### src/rtl/uart_pkg.sv
// Shared UART definitions: transmit state encoding and the default bit period.
package uart_pkg;

    // 100 MHz system clock / 9600 baud
    localparam int BAUD_DIV_DEFAULT = 10416;

    typedef enum logic [2:0] {
        IDLE  = 3'd0,
        START = 3'd1,
        DATA  = 3'd2,
        STOP  = 3'd3,
        NEXT  = 3'd4
    } tx_state_t;

endpackage

### src/rtl/uart_baud_gen.sv
// Bit-period timer: counts 0..BAUD_DIV-1, ticks on the last count and wraps.
module uart_baud_gen
    import uart_pkg::*;
#(
    parameter int BAUD_DIV = BAUD_DIV_DEFAULT
) (
    input  logic clk,
    input  logic rst,
    input  logic clear,
    output logic tick
);
    localparam int CW = (BAUD_DIV > 1) ? $clog2(BAUD_DIV) : 1;

    logic [CW-1:0] cnt_q, cnt_d;

    assign tick = (cnt_q == CW'(BAUD_DIV - 1));

    always_comb begin
        cnt_d = cnt_q + CW'(1);
        if (clear || tick) begin
            cnt_d = '0;
        end
    end

    always_ff @(posedge clk) begin
        if (!rst) begin
            cnt_q <= '0;
        end else begin
            cnt_q <= cnt_d;
        end
    end

endmodule

### src/rtl/uart_tx_word.sv
// 8N1 transmitter for a 32-bit word: sends NBYTES bytes, byte 0 first, LSB first.
//
//   state | meaning
//   IDLE  | line high, waiting for send
//   START | start bit (tx=0) for one bit period
//   DATA  | 8 data bits of the current byte, LSB first
//   STOP  | stop bit (tx=1) for one bit period
//   NEXT  | one cycle: advance to next byte, or pulse done and return to IDLE
module uart_tx_word
    import uart_pkg::*;
#(
    parameter int BAUD_DIV = BAUD_DIV_DEFAULT,
    parameter int NBYTES   = 4
) (
    input  logic        clk,
    input  logic        rst,
    input  logic [31:0] data_in,
    input  logic        send,
    output logic        tx,
    output logic        busy,
    output logic        done,
    output logic        hold_ctrl
);
    localparam int BW = $clog2(NBYTES + 1);

    tx_state_t     state_q, state_d;
    logic [31:0]   shift_q, shift_d;
    logic [2:0]    bit_q, bit_d;
    logic [BW-1:0] byte_q, byte_d;
    logic          baud_clear;
    logic          baud_tick;
    logic [7:0]    cur_byte;

    uart_baud_gen #(
        .BAUD_DIV(BAUD_DIV)
    ) u_baud (
        .clk  (clk),
        .rst  (rst),
        .clear(baud_clear),
        .tick (baud_tick)
    );

    assign cur_byte  = shift_q[7:0];
    assign busy      = (state_q != IDLE);
    assign hold_ctrl = busy;

    always_comb begin
        state_d    = state_q;
        shift_d    = shift_q;
        bit_d      = bit_q;
        byte_d     = byte_q;
        tx         = 1'b1;
        done       = 1'b0;
        baud_clear = 1'b1;

        case (state_q)
            IDLE: begin
                if (send) begin
                    state_d = START;
                    shift_d = data_in;
                    bit_d   = '0;
                    byte_d  = '0;
                end
            end
            START: begin
                tx         = 1'b0;
                baud_clear = 1'b0;
                if (baud_tick) begin
                    state_d = DATA;
                end
            end
            DATA: begin
                tx         = cur_byte[bit_q];
                baud_clear = 1'b0;
                if (baud_tick) begin
                    bit_d = bit_q + 3'd1;
                    if (bit_q == 3'd7) begin
                        state_d = STOP;
                    end
                end
            end
            STOP: begin
                baud_clear = 1'b0;
                if (baud_tick) begin
                    state_d = NEXT;
                end
            end
            NEXT: begin
                // baud timer is held clear here so the next start bit begins at count 0
                shift_d = {8'h00, shift_q[31:8]};
                byte_d  = byte_q + BW'(1);
                if (byte_d == BW'(NBYTES)) begin
                    done    = 1'b1;
                    state_d = IDLE;
                end else begin
                    state_d = START;
                end
            end
            default: begin
                state_d = IDLE;
            end
        endcase
    end

    always_ff @(posedge clk) begin
        if (!rst) begin
            state_q <= IDLE;
            shift_q <= '0;
            bit_q   <= '0;
            byte_q  <= '0;
        end else begin
            state_q <= state_d;
            shift_q <= shift_d;
            bit_q   <= bit_d;
            byte_q  <= byte_d;
        end
    end

endmodule

### config.mk
export PLATFORM = sky130hd
export DESIGN_NAME = uart_tx_word
export DESIGN_NICKNAME = d
export VERILOG_FILES = /design/src/rtl/uart_pkg.sv /design/src/rtl/uart_baud_gen.sv /design/src/rtl/uart_tx_word.sv
export SDC_FILE = /design/constraint.sdc
export NUM_CORES = 1
export LEC_CHECK = 0
export CAP_MARGIN = 20
export CORE_ASPECT_RATIO = 2
export CORE_MARGIN = 5
export CORE_UTILIZATION = 50
export DETAILED_ROUTE_END_ITERATION = 10
export MAX_ROUTING_LAYER = met4
export PLACE_DENSITY = 0.75
export SYNTH_ARGS = -nofsm -noshare
export SYNTH_HDL_FRONTEND = slang
export SYNTH_SLANG_ARGS = --single-unit
### constraint.sdc
create_clock -name clk -period 5.4 [get_ports clk]
set_input_delay 1.08 -clock clk [delete_from_list [all_inputs] [get_ports clk]]
set_output_delay 1.08 -clock clk [all_outputs]
set_load 0.02 [all_outputs]
==> out/metrics.yaml <==
clock_network:
  cts_root_buf: "clkbuf_8"
  clk_pin_slew_ns: 0.09
  cts_buffers: 5
  cts_tree: "built"
  ctsHoldBuffers: 0
  cts_sinks: 55
  htreeDepth: 2
  cts.path.max_buffers: 2
  clk_latency_ns: 0.30
  cts_resized: 0
  postCtsSetupRepairBufs: 0
placed_design:
  dp_cells: 385
  dp_slack_ns: 2.32
  gp_congestion: 0.876
  place_area_mm2: 0.00296
  dp_hpwl_um: 4090
  io_buffers: 38
floorplan:
  die_area_mm2: 0.00682
  fp.dieW_um: 61.0
  io_pins: 39
  start_util: 0.510
  fp-row-count: 37
  core_mm2: 0.00509
  die_h_um: 112
hold_path:
  hold_start: "shift_q[28]"
  min_to: "shift_q[28]"
  hold_class: "reg -> reg"
  min_path_cells: 2
setup_path:
  r2r-start: "u_baud.cnt_q[0]"
  start_kind: "flip-flop"
  crit_family: "multiplexers"
  path_depth: 4
  path_max_fanout: 4
  critPathRequiredTime_ns: 4.32
  critPathBufInv: 1
  slowest_delay_ns: 0.54
  r2r_cells: 5
  reg2reg_to: "u_baud.cnt_q[2]"
  rrSetupSlack_ns: 3.20
  path_cells: "mux4_2 -> mux2i_1 -> a21oi_1 -> clkdlybuf4s50_1"
  setup.worst_path.class: "reg -> out"
  arrival_ns: 2.07
  end_kind: "output pin"
  critPathSlowestCell: "clkdlybuf4s50_1"
logic_synthesis:
  synthFlopType: "dfxtp_1"
  ys_warn_count: 0
  avgSynthCellArea_um2: 8.38
  syn_inst: 310
  ys_seq_area_frac: 0.424
  yosys-top-cells-area: "dfxtp_1 42%, nand2_1 9.2%, a31oi_1 5.8%"
  synth_nets: 350
  netlist_area_mm2: 0.00260
  synth_seq_cells: 55
  ys_types: 40
  synth_edf_count: 0
  async_reset_ff_frac: 0
  synth_top_area_frac: 0.424
  synth_top_area_cell: "dfxtp_1"
sta:
  drv_slew: 0
  finalCritPeriodShare: 0.583
  skew_ns: 0.0100
  fin_tns_setup_ns: 0
  setup_slack_ns: 2.25
  hold_violations: 0
  fmax_mhz: 318
  slew_headroom: 0.355
  setup_viol: 0
  hold_slack_ns: 0.464
  worst_pin_slew_ns: 0.967
  post-route-min-period_ns: 3.15
  rsz0062_at_grt: "false"
drt:
  drt-total-wl_um: 5770
  wl_per_cell_um: 14.7
  num_vias: 2157
  antenna_left: 0
  drtIter0Drc: 94
  vias_per_cell: 5.50
  drtPass1Iterations: 4
  drc: 0
global_routing:
  first_global_vias: 2176
  grt_use_total: 0.187
  grt_pass1_wl_um: 9580
  grt_max_degree: 52
  globalRouteOverflowTotal: 0
  antenna_found_initial: 0
run_status:
  status: "finished, final reports clean"
flow_run:
  maxCapViolCount: 0
power:
  p_leak_nw: 1.08
  power.total_mw: 0.767
  ir_drop_mv: 0.204
  power_density_mw_per_mm2: 252
cells_and_area:
  syn_to_final_growth_pct: 17.3
  finish.instance_area_mm2: 0.00305
  final_util: 0.599
  finish.net_count: 374
  stdcell_count: 392
  n_antenna_cell: 0
  fill_cells: 480
  drive_gt1_frac: 0.0778
## layout by cell type (no fill, tap or decap), types with 6 or more instances in the layout
cell type / n
o21ai_0: 24
a21boi_1: 9
a31oi_1: 24
nor2_4: 8
xnor2_1: 8
clkdlybuf4s50_1: 38
nor3_1: 6
nand2_1: 64
nand3_1: 22
nor2_1: 7
clkbuf_8: 6
dfxtp_1: 55
## worst max-delay path by stage
stage                           from                to  slack [ns]
final                       bit_q[1]                tx        2.25
after global routing        bit_q[1]                tx        2.12
after CTS                   bit_q[1]                tx        2.23
after detailed placement         rst  u_baud.cnt_q[13]        2.32
after global placement           rst  u_baud.cnt_q[13]        2.35
after floorplan           state_q[2]         hold_ctrl        3.15
## power breakdown
group / switching, mW / internal [mW] / total [mW]
Clock: 0.122 / 0.101 / 0.222
Sequential: 0.0122 / 0.425 / 0.437
Combinational: 0.0552 / 0.0527 / 0.108
Total: 0.189 / 0.578 / 0.767
## layout make-up
type	instances	area (µm²)	area share
multi-input cells	226	1350	0.444
inverters	4	15.0	0.00493
flip-flops and latches	55	1100	0.361
repair buffers	42	418	0.137
clock buffers	6	82.6	0.0271
well taps	58	72.6	0.0238
clock inverters	1	5.00	0.00164
## synthesized netlist by cell type (5+ instances only)
master    count
nand2_1      64
dfxtp_1      55
a31oi_1      24
o21ai_0      24
nand3_1      22
clkbuf_1     13
a21boi_1      9
buf_2         9
nor2_4        8
xnor2_1       8
nor2_1        7
nor3_1        6
a21oi_1       5
ha_1          5
## cell families after synthesis
group                    count (synthesis)  synth area share
buffers and inverters                   29            0.0549
flip-flops                              55             0.424
XOR/XNOR                                12            0.0405
adder cells (fa/ha/maj)                  5            0.0241
multiplexers                             6            0.0328
AO/OA/AOI/OAI                           68             0.154
AND/OR/NAND/NOR                        135             0.270
## sequential cells by signal (all words and copies together), names as in the netlist
signal and cells:
state_q 3, shift_q 32, bit_q 3, byte_q 3, u_baud.cnt_q 14
## layer usage
layer / vias up / wire [µm] / track usage
li1: 1122 / - / -
met1: 989 / 2200 / 0.190
met2: 36 / 3220 / 0.335
met3: 10 / 203 / 0.0313
met4: 0 / 149 / 0.0767
met5: - / 0 / -
## worst register-to-register path, cell delays in order (launching register included)
cell and delay [ns]:
dfxtp_1 0.38, ha_1 0.26, and4_4 0.28, and4_4 0.26
or3_1 0.76, nor2_1 0.11
No activity file was read; power rests on OpenSTA's default activity.
